--- src/rtl/fact_pkg.sv ---
// Shared constants, register map and FSM encoding for the factorial accelerator.
package fact_pkg;

    localparam int unsigned FA_DW    = 32;
    localparam int unsigned FA_N_W   = 4;
    localparam int unsigned FA_MAX_N = 12;

    localparam logic [1:0] FA_N    = 2'd0;
    localparam logic [1:0] FA_CTRL = 2'd1;
    localparam logic [1:0] FA_STAT = 2'd2;
    localparam logic [1:0] FA_RES  = 2'd3;

    localparam int unsigned CTRL_GO  = 0;
    localparam int unsigned CTRL_CLR = 1;

    localparam int unsigned STAT_DONE = 0;
    localparam int unsigned STAT_ERR  = 1;
    localparam int unsigned STAT_BUSY = 2;

    typedef enum logic [1:0] {
        ST_IDLE = 2'd0,
        ST_BUSY = 2'd1,
        ST_DONE = 2'd2
    } fa_state_t;

endpackage

--- src/rtl/fact_dp.sv ---
// Factorial datapath: accumulator, down-counter, one multiply per step.
module fact_dp
    import fact_pkg::*;
#(
    parameter int unsigned N_W = FA_N_W
) (
    input  logic             clk,
    input  logic             rst,
    input  logic             load,
    input  logic             step,
    input  logic             zero_res,
    input  logic [N_W-1:0]   n,
    output logic [FA_DW-1:0] acc,
    output logic             last
);

    logic [N_W-1:0]   cnt;
    logic [FA_DW-1:0] prod;

    // Truncated 32 x N_W product; cannot overflow for legal operands.
    assign prod = acc * FA_DW'(cnt);
    assign last = (cnt <= N_W'(1));

    always_ff @(posedge clk or negedge rst) begin
        if (!rst) begin
            acc <= FA_DW'(1);
            cnt <= '0;
        end else if (zero_res) begin
            acc <= '0;
        end else if (load) begin
            acc <= FA_DW'(1);
            cnt <= n;
        end else if (step) begin
            acc <= prod;
            cnt <= cnt - N_W'(1);
        end
    end

endmodule

--- src/rtl/fact_accel.sv ---
// Memory-mapped iterative factorial accelerator: bus decode, N register,
// done/err flags and the IDLE/BUSY/DONE controller around fact_dp.
module fact_accel
    import fact_pkg::*;
#(
    parameter int unsigned N_W   = FA_N_W,
    parameter int unsigned MAX_N = FA_MAX_N
) (
    input  logic             clk,
    input  logic             rst,
    input  logic             we,
    input  logic [3:0]       addr,
    input  logic [FA_DW-1:0] wd,
    output logic [FA_DW-1:0] rd,
    output logic             busy,
    output logic             done
);

    fa_state_t        state_q, state_d;
    logic [N_W-1:0]   n_q;
    logic             done_q, err_q, busy_q;
    logic [1:0]       sel;
    logic             wr_n, go, clr, over;
    logic             load, step, zero_res, set_done, set_err, clr_flags;
    logic [FA_DW-1:0] acc;
    logic             last;
    logic             unused_bits;

    assign sel  = addr[3:2];
    assign wr_n = we && (sel == FA_N);
    assign go   = we && (sel == FA_CTRL) && wd[CTRL_GO];
    assign clr  = we && (sel == FA_CTRL) && wd[CTRL_CLR];
    assign over = (32'(n_q) > MAX_N);

    // Byte-lane address bits and upper write-data bits carry no meaning here.
    assign unused_bits = ^{addr[1:0], wd};

    always_ff @(posedge clk or negedge rst) begin
        if (!rst) begin
            state_q <= ST_IDLE;
        end else begin
            state_q <= state_d;
        end
    end

    // Next state and datapath controls; GO outranks a simultaneous clear.
    always_comb begin
        state_d   = state_q;
        load      = 1'b0;
        step      = 1'b0;
        zero_res  = 1'b0;
        set_done  = 1'b0;
        set_err   = 1'b0;
        clr_flags = 1'b0;
        case (state_q)
            ST_IDLE, ST_DONE: begin
                if (go) begin
                    state_d = ST_DONE;
                    if (over) begin
                        zero_res = 1'b1;
                        set_done = 1'b1;
                        set_err  = 1'b1;
                    end else begin
                        load      = 1'b1;
                        clr_flags = 1'b1;
                        state_d   = ST_BUSY;
                    end
                end else if (clr) begin
                    clr_flags = 1'b1;
                    state_d   = ST_IDLE;
                end
            end
            ST_BUSY: begin
                if (last) begin
                    set_done = 1'b1;
                    state_d  = ST_DONE;
                end else begin
                    step = 1'b1;
                end
            end
            default: state_d = ST_IDLE;
        endcase
    end

    always_ff @(posedge clk or negedge rst) begin
        if (!rst) begin
            n_q    <= '0;
            done_q <= 1'b0;
            err_q  <= 1'b0;
            busy_q <= 1'b0;
        end else begin
            if (wr_n) begin
                n_q <= wd[N_W-1:0];
            end
            busy_q <= (state_d == ST_BUSY);
            if (clr_flags) begin
                done_q <= 1'b0;
                err_q  <= 1'b0;
            end
            if (set_done) begin
                done_q <= 1'b1;
            end
            if (set_err) begin
                err_q <= 1'b1;
            end
        end
    end

    fact_dp #(
        .N_W (N_W)
    ) u_dp (
        .clk      (clk),
        .rst      (rst),
        .load     (load),
        .step     (step),
        .zero_res (zero_res),
        .n        (n_q),
        .acc      (acc),
        .last     (last)
    );

    // Combinational read mux over the current register contents.
    always_comb begin
        rd = '0;
        case (sel)
            FA_N:    rd = FA_DW'(n_q);
            FA_CTRL: rd = '0;
            FA_STAT: begin
                rd[STAT_DONE] = done_q;
                rd[STAT_ERR]  = err_q;
                rd[STAT_BUSY] = busy_q;
            end
            FA_RES:  rd = acc;
            default: rd = '0;
        endcase
    end

    assign busy = busy_q;
    assign done = done_q;

endmodule

--- config.mk ---
export PLATFORM = sky130hd
export DESIGN_NAME = fact_accel
export DESIGN_NICKNAME = d
export VERILOG_FILES = /design/src/rtl/fact_pkg.sv /design/src/rtl/fact_dp.sv /design/src/rtl/fact_accel.sv
export SDC_FILE = /design/constraint.sdc
export NUM_CORES = 1
export LEC_CHECK = 0
export BUFFER_PORTS_ARGS = -buffer_cell sky130_fd_sc_hd__clkbuf_2
export CORE_MARGIN = 2
export CORE_UTILIZATION = 61
export CTS_CLUSTER_DIAMETER = 150
export DETAILED_ROUTE_END_ITERATION = 12
export HOLD_SLACK_MARGIN = 0.03
export PLACE_DENSITY = 0.91
export SYNTH_ARGS = -nofsm -noshare
export SYNTH_HDL_FRONTEND = slang
export SYNTH_SLANG_ARGS = --single-unit
--- constraint.sdc ---
create_clock -name clk -period 5.4 [get_ports clk]
set_input_delay 0.54 -clock clk [delete_from_list [all_inputs] [get_ports clk]]
set_output_delay 0.54 -clock clk [all_outputs]
set_load 0.05 [all_outputs]
==> summary by stage, run 1 <==
Outcome
The flow ran to the end, and the final reports show no timing, DRC or antenna violations.

Yosys
Each instance of the synthesized netlist takes up on average about 8.0 um2. The share of the Yosys chip area taken by registers is 0.187. The post-synthesis cell type count is between 50 and 60. After synthesis, the largest family of logic cells by area is adder cells. The number of synthesized flops with an enable pin is 0. Of the total synthesized cell area, the portion taken by XOR and XNOR cells is 0.0408.

The multiplexer share of the synthesized area is 0.00936. Summing every instance area after synthesis gives 0.00602 mm2. The post-synth net total is 884. The total number of yosys warnings is 0. The synthesized design contains between 40 and 50 register bits. In the synthesized netlist, the number of instances is 750. Of the total synthesized cell area, the portion taken by AND, OR, NAND and NOR gates is 0.230. The share of the synthesized area in compound gates (AO/OA/AOI/OAI) is 0.165.

The most used flip-flop cell after synthesis is sky130_fd_sc_hd__dfrtp_1. The adder-cell share of the synthesized area is 0.269. The proportion of synthesized flip-flops having asynchronous set or reset is 1.00.

Timing
The portion of the clock cycle consumed by the worst path in the final layout is 0.857. For the final routed database, the setup TNS stands at 0 ps. The number of failing hold endpoints at the final stage is 0. The relative slew slack is 0.232. The clock skew after layout is between 8 and 9 ps.

For this run, the top clock speed supported by timing is 0.216 GHz. The count of final max-slew check failures is 0. The slew at the pin closest to its max-slew limit is 1150 ps. The number of failing setup endpoints in the final timing report is 0.

For the finished layout, the period the worst path requires is between 4000 and 5000 ps. Setup repair after global routing left no endpoint under its margin.

Global routing
For this run the aggregate overflow at the end of global routing stands at 0. The first global-routing pass estimated 24800 um of wire. The number of global-route vias before repair came to 5369. The initial antenna violation count came to 0. Entering global routing, the biggest net connects 46 pins.

The overall routing resource usage is 0.293.

Worst setup path
The nature of the critical path startpoint is a flip-flop. The category of the most critical setup path is flip-flop to flip-flop. The worst setup path is captured at a flip-flop. For the worst setup path, the data arrival time is 4830 ps. In this run the worst path has a maximum fanout of 33. STA puts the critical path data required time at approximately 5600 ps.

Clock tree
The H-tree depth is 2. Counting every sink on the clock net gives 45. The maximum clock path buffer count is 2.

TritonCTS built the clock tree. For this design, the CTS-stage hold fixing added 0 buffers. The tree is rooted in a sky130_fd_sc_hd__clkbuf_8. The CTS clock-pin slew for the worst setup and hold paths is 100 ps. Clock latency on the worst-skew pair, taken at its later pin, is ~320 ps. The setup fix buffers added after clock tree synthesis is 0. The number of instances resized during post-cts repair is 0.

The number of buffers added by the clock tree synthesis step is 5.

Detailed routing
The DRC violation count after routing is 0. The final wirelength is 14600 um. For this run, the detailed router's first-pass iteration total came to 5. The number of nets with antenna violations after routing is 0. For this block, the initial DRC count from the detailed router was 369. The ratio of routed vias to standard cells is 5.81.

After detailed routing, the average wire length per cell comes to 16.2 um. The number of vias after detailed routing is ~5200.

Placement
Summed over all nets, the half-perimeter wirelength after detailed placement is 10900 um. Routability-driven placement finished with a final weighted congestion of 0.927. The count of buffers inserted at the top-level ports is 42.

Floorplanning
The floorplan step defined a die boundary enclosing 0.0107 mm2. The floorplan step set the die width to 103 um. From bottom edge to top edge, the die measures 103 um. The number of core rows is 36. The initial utilization of the core area, before any placement, comes to 0.621. The core region is 0.00968 mm2. The number of primary I/O pins is 73.

Finish
Leaving out fill and tap cells, the most frequent cells in the layout are 120 x sky130_fd_sc_hd__inv_1, 115 x sky130_fd_sc_hd__and2_1, 94 x sky130_fd_sc_hd__nand2_1. The number of antenna diodes in the final layout is 0. Relative to the synthesized area, the layout overhead comes to 6.26%. The library cell used most frequently in the layout, excluding fill and tap cells, is sky130_fd_sc_hd__inv_1.

Summing all multi-input logic gate instances after layout gives 0.00431 mm2. The number of nets at the end of the flow is 902. Counting the fill cells in the layout gives 802.

Summing all flip-flop and latch instances after layout gives 0.00113 mm2. The share of cells above drive strength 1 is 0.0923.

Job
The max capacitance violation total is 0.

Min path
The class of the most critical hold timing path is input port to async pin.
Yosys cell counts, types with 2 or more instances:
library cell               count  area [um2]
sky130_fd_sc_hd__o21a_1        2        15.0
sky130_fd_sc_hd__and2_1      115         719
sky130_fd_sc_hd__ha_1         38         475
sky130_fd_sc_hd__a41oi_1       2        17.5
sky130_fd_sc_hd__o22ai_1       2        12.5
sky130_fd_sc_hd__nor4_1        2        12.5
sky130_fd_sc_hd__nor2_1       25        93.8
sky130_fd_sc_hd__buf_2         3        15.0
sky130_fd_sc_hd__a21o_1        7        52.6
sky130_fd_sc_hd__xnor2_1      15         131
sky130_fd_sc_hd__o31ai_1       2        15.0
sky130_fd_sc_hd__a32o_1        4        40.0
sky130_fd_sc_hd__clkbuf_1     34         128
sky130_fd_sc_hd__a31oi_1       4        25.0
sky130_fd_sc_hd__inv_1       120         450
sky130_fd_sc_hd__o21ai_1       4        20.0
sky130_fd_sc_hd__and3_1        5        31.3
sky130_fd_sc_hd__nand3_1       4        20.0
sky130_fd_sc_hd__a211oi_1      5        37.5
sky130_fd_sc_hd__a21oi_1      37         185
sky130_fd_sc_hd__nand4_1       8        50.1
sky130_fd_sc_hd__o21bai_1      4        30.0
sky130_fd_sc_hd__a22o_1        5        43.8
sky130_fd_sc_hd__mux2_2        5        56.3
sky130_fd_sc_hd__nor2b_1       2        12.5
sky130_fd_sc_hd__dfrtp_1      44        1100
sky130_fd_sc_hd__o211a_1       2        20.0
sky130_fd_sc_hd__nor3_1        6        30.0
sky130_fd_sc_hd__a211o_1       2        17.5
sky130_fd_sc_hd__or3_1         6        37.5
sky130_fd_sc_hd__nand2_1      94         353
sky130_fd_sc_hd__fa_1         57        1140
sky130_fd_sc_hd__o21ai_0      43         215
sky130_fd_sc_hd__xor2_1       13         114
sky130_fd_sc_hd__a21oi_2       2        17.5
sky130_fd_sc_hd__a22oi_1       4        30.0
sky130_fd_sc_hd__o211ai_1      5        37.5
registers in the layout, summed over array words and instances, names as in the netlist:
name,cells
busy,1
state_q,2
err_q,1
u_dp.cnt,4
u_dp.acc,32
n_q,4
done,1
logic make-up after synthesis:
logic type	Yosys count
simple gates	270
buf+inv	157
compound gates	150
fa+ha+maj	95
flops	45
xor+xnor	28
mux	5
layout make-up:
cell class                 instances  area share
tap                              133      0.0260
clock buffer                       6      0.0114
inverter                         120      0.0705
clock inverter                     2     0.00235
multi-input combinational        548       0.674
timing repair buffer              48      0.0399
sequential                        45       0.176
through the flow:
stage	instances	hold slack, ps	util	setup slack (ps)	area, um2
2_1_floorplan	750	244	-	1390	6020
3_3_place_gp	894	488	0.651	1030	6310
3_5_place_dp	894	525	0.651	946	6310
6_report	902	318	0.660	774	6390
5_1_grt	902	370	0.660	607	6390
4_1_cts	902	340	0.660	915	6390
routing by layer:
layer	global-route usage	up-vias	part of all wire
met2	0.498	218	0.49
li1	-	2450	-
met5	0	-	0
met4	0.105	0	0.025
met3	0.0397	43	0.057
met1	0.386	2528	0.42
path summary, 6_finish.rpt:
| check | from | slack (ps) | endpoint | cells past startpoint |
|---|---|---|---|---|
| worst max register to register | u_dp.cnt[1]$_DFFE_PN0P_ | 770 | u_dp.acc[30]$_DFFE_PN0P_ | 12 |
| max in group asynchronous | rst | 4660 | u_dp.acc[15]$_DFFE_PN0P_ | 2 |
| min in group clk | wd[2] | 450 | n_q[2]$_DFFE_PN0P_ | 2 |
| worst min-delay path | rst | 320 | u_dp.acc[3]$_DFFE_PN0P_ | 2 |
| worst min register to register | u_dp.acc[0]$_DFFE_PN1P_ | 550 | u_dp.acc[0]$_DFFE_PN1P_ | 2 |
| worst max-delay path | u_dp.cnt[1]$_DFFE_PN0P_ | 770 | u_dp.acc[30]$_DFFE_PN0P_ | 12 |
worst max-delay path, stage by stage (launching register included):
cell                       delay (ps)
sky130_fd_sc_hd__dfrtp_1         1040
sky130_fd_sc_hd__nand2_1          150
sky130_fd_sc_hd__fa_1             510
sky130_fd_sc_hd__fa_1             560
sky130_fd_sc_hd__inv_1             80
sky130_fd_sc_hd__fa_1             470
sky130_fd_sc_hd__a21o_1           190
sky130_fd_sc_hd__a221o_1          400
sky130_fd_sc_hd__a21oi_1          390
sky130_fd_sc_hd__a211oi_1         210
sky130_fd_sc_hd__a31oi_1          270
sky130_fd_sc_hd__xor2_1           160
sky130_fd_sc_hd__o21ai_0           80
Power of run 1 is not shown: default switching activity piles up to over one toggle a cycle in this logic, so the estimate is an artifact.
==> run 2: changes to the inputs <==
Settings changed: CORE_UTILIZATION 61 to 60, PLACE_DENSITY 0.91 to 0.9.
==> summary by stage, run 2 (synthesis results as in run 1) <==
Detailed routing
The final wirelength came to 14000 um (-3.8%). The number of detailed-routing iterations run before antenna repair is 5 (unchanged). The number of vias after detailed routing was 5222 (-0.32%). The number of nets with antenna violations after routing came to 0 (unchanged).

The ratio of routed vias to standard cells is 5.78 (-0.43%). The routed length per placed instance is 15.5 um (-3.9%). The DRC violation count after routing is 0 (unchanged). The number of DRC markers after the initial detailed-route iteration was 310 (-16%).

Global routing
The leftover overflow at the end of global routing is 0 (unchanged). The first-pass GRT wire length is 24100 um (-2.8%). The initial antenna violation count was 0 (unchanged). The number of global-route vias before repair is 5190 (-3.3%). The pin count of the biggest net entering global routing was 46 (unchanged). The overall routing resource usage was 0.268 (-0.0257).

Worst setup path
The required time reported for the critical path endpoint is 5620 ps (+20 ps). The category of the most critical setup path is flip-flop to flip-flop. The top cell family by delay on the critical path is adder cells.

The signal on the critical path passes through buf_4, and2_1, fa_1, inv_1, fa_1, inv_1, ha_1, a21oi_1, inv_1, a31oi_1, o21ai_0, a211o_1, or3_1, a32o_1. The most frequent cell on the critical path is sky130_fd_sc_hd__inv_1. The largest individual stage delay along the critical path comes from the cell sky130_fd_sc_hd__dfrtp_1. The biggest fanout along the worst timing path is 21 (-36%). The combined buffer and inverter count along the critical path came to 4 (+3).

The delay of the slowest cell on the worst path is 620 ps (-420 ps). The worst setup path is launched from a flip-flop. The arrival time of data at the critical path endpoint is 4600 ps (-230 ps). The worst setup path is captured at a flip-flop.

Finish
Leaving out fill and tap cells, the most frequent cells in the layout are 120 x sky130_fd_sc_hd__inv_1, 115 x sky130_fd_sc_hd__and2_1, 94 x sky130_fd_sc_hd__nand2_1. The number of nets at the end of the flow is 903 (+0.11%). Ranked by flip-flop count, first place goes to u_dp.acc. The antenna cell count is 0 (unchanged). The synthesis-to-layout area growth is 6.49%.

The largest registers in the layout are u_dp.acc x32, n_q x4, u_dp.cnt x4. The library cell used most frequently in the layout, excluding fill and tap cells, is sky130_fd_sc_hd__inv_1. The share of cells above drive strength 1 is 0.0948 (+0.00248). The flip-flop count of the largest register after layout is 32 (unchanged). The filler cell count in the final layout came to 866 (+8.0%).

Job
The max capacitance violation total is 0 (unchanged).

Min path
The class of the most critical hold timing path is input port to async pin.

Timing
The timing-limited maximum frequency was 0.228 GHz (+5.6%). The portion of the clock cycle consumed by the worst path in the final layout is 0.812 (-0.0451). The number of failing hold endpoints at the final stage was 0 (unchanged). Setup repair after global routing left no endpoint under its margin. The aggregate negative setup slack came to 0 ps (unchanged). The number of failing setup endpoints in the final timing report is 0 (unchanged). The time the final worst path needs with I/O delays and setup is 4380 ps (-244 ps).

The relative slew slack was 0.267 (+0.0352). The slew at the pin closest to its max-slew limit is 1100 ps (-54.6 ps). The count of final max-slew check failures is 0 (unchanged). The clock skew after layout was 15.2 ps (+6.99 ps).

Clock tree
The TritonCTS clock tree is built. The worst-skew pair later-pin latency is 320 ps (about the same). The number of instances resized during post-cts repair is 0 (unchanged). The number of buffers added by the clock tree synthesis step is 5 (unchanged). The clock root buffer is sky130_fd_sc_hd__clkbuf_8. The setup fix buffers added after clock tree synthesis is 0 (unchanged). The H-tree depth is 2 (unchanged). The CTS clock-pin slew for the worst setup and hold paths is 110 ps (about the same). The post-cts hold buffer count is 0 (unchanged). The maximum clock path buffer count was 2 (unchanged).

The clock sink total is 45 (unchanged).

Floorplanning
The number of core rows is 36 (unchanged). The overall die width is 104 um (+0.80%). The die footprint is 0.0108 mm2 (+1.6%). The initial standard-cell utilization of the core is 0.616 (-0.00573).

The placeable core region is 0.00977 mm2 (+0.93%). The die span in y is 104 um (+0.80%). The number of primary I/O pins was 73 (unchanged).

Placement
The HPWL after detailed placement is 10500 um (-3.1%). The count of buffers inserted at the top-level ports is 42 (unchanged). The routability congestion estimate from global placement is 0.971 (+4.7%).

Outcome
The flow ran to the end, and the final reports show no timing, DRC or antenna violations.
## run 2: changes by cell type in the layout (fill, tap and decap cells not counted)
cell / before / now
sky130_fd_sc_hd__clkbuf_1: 1 / 0
sky130_fd_sc_hd__clkinv_4: 0 / 1
sky130_fd_sc_hd__inv_6: 0 / 1
sky130_fd_sc_hd__clkinvlp_4: 2 / 1
sky130_fd_sc_hd__buf_4: 6 / 7
## run 2: layout make-up
cell class              instances  area, um2  share of cell area
inverters                     120        450              0.0703
repair buffers                 49        263              0.0410
flip-flops and latches         45       1130               0.176
clock buffers                   5       68.8              0.0107
clock inverters                 3       25.0             0.00391
multi-input cells             548       4310               0.672
well taps                     133        166              0.0260
## run 2: worst reg2reg max path, delay by kind of cell, from the launching register on
family	cells	cell delay [ps]
compound gates	5	1160
fa+ha+maj	3	1460
buf+inv	4	520
flops	1	620
simple gates	2	530
## run 2: layer usage
| metal | GRT usage | vias to the layer above | routed length (um) |
|---|---|---|---|
| li1 | - | 2450 | - |
| met1 | 0.359 | 2555 | 5980 |
| met2 | 0.462 | 190 | 7090 |
| met3 | 0.0301 | 27 | 762 |
| met4 | 0.0705 | 0 | 207 |
| met5 | 0 | - | 0 |
## run 2: final timing paths
path / slack, ps / cells after the start / from / endpoint
worst max-delay path: 1020 / 14 / u_dp.cnt[2]$_DFFE_PN0P_ / u_dp.acc[29]$_DFFE_PN0P_
worst min-delay path: 330 / 2 / rst / u_dp.acc[20]$_DFFE_PN0P_
worst max register to register: 1020 / 14 / u_dp.cnt[2]$_DFFE_PN0P_ / u_dp.acc[29]$_DFFE_PN0P_
worst min register to register: 530 / 2 / err_q$_DFFE_PN0P_ / err_q$_DFFE_PN0P_
max in group asynchronous: 4640 / 2 / rst / state_q[0]$_DFF_PN0_
min in group clk: 470 / 2 / wd[3] / n_q[3]$_DFFE_PN0P_
## run 2: per-stage QoR
stage                      util  instances  cell area, um2  hold slack, ps  setup slack, ps
after floorplan               -        750            6020             244             1390
after global placement    0.646        895            6310             503             1260
after detailed placement  0.646        895            6310             502             1180
after CTS                 0.656        903            6410             346             1140
after global routing      0.656        903            6410             380              936
final                     0.656        903            6410             328             1020
Power of run 2 is left out for the same reason.
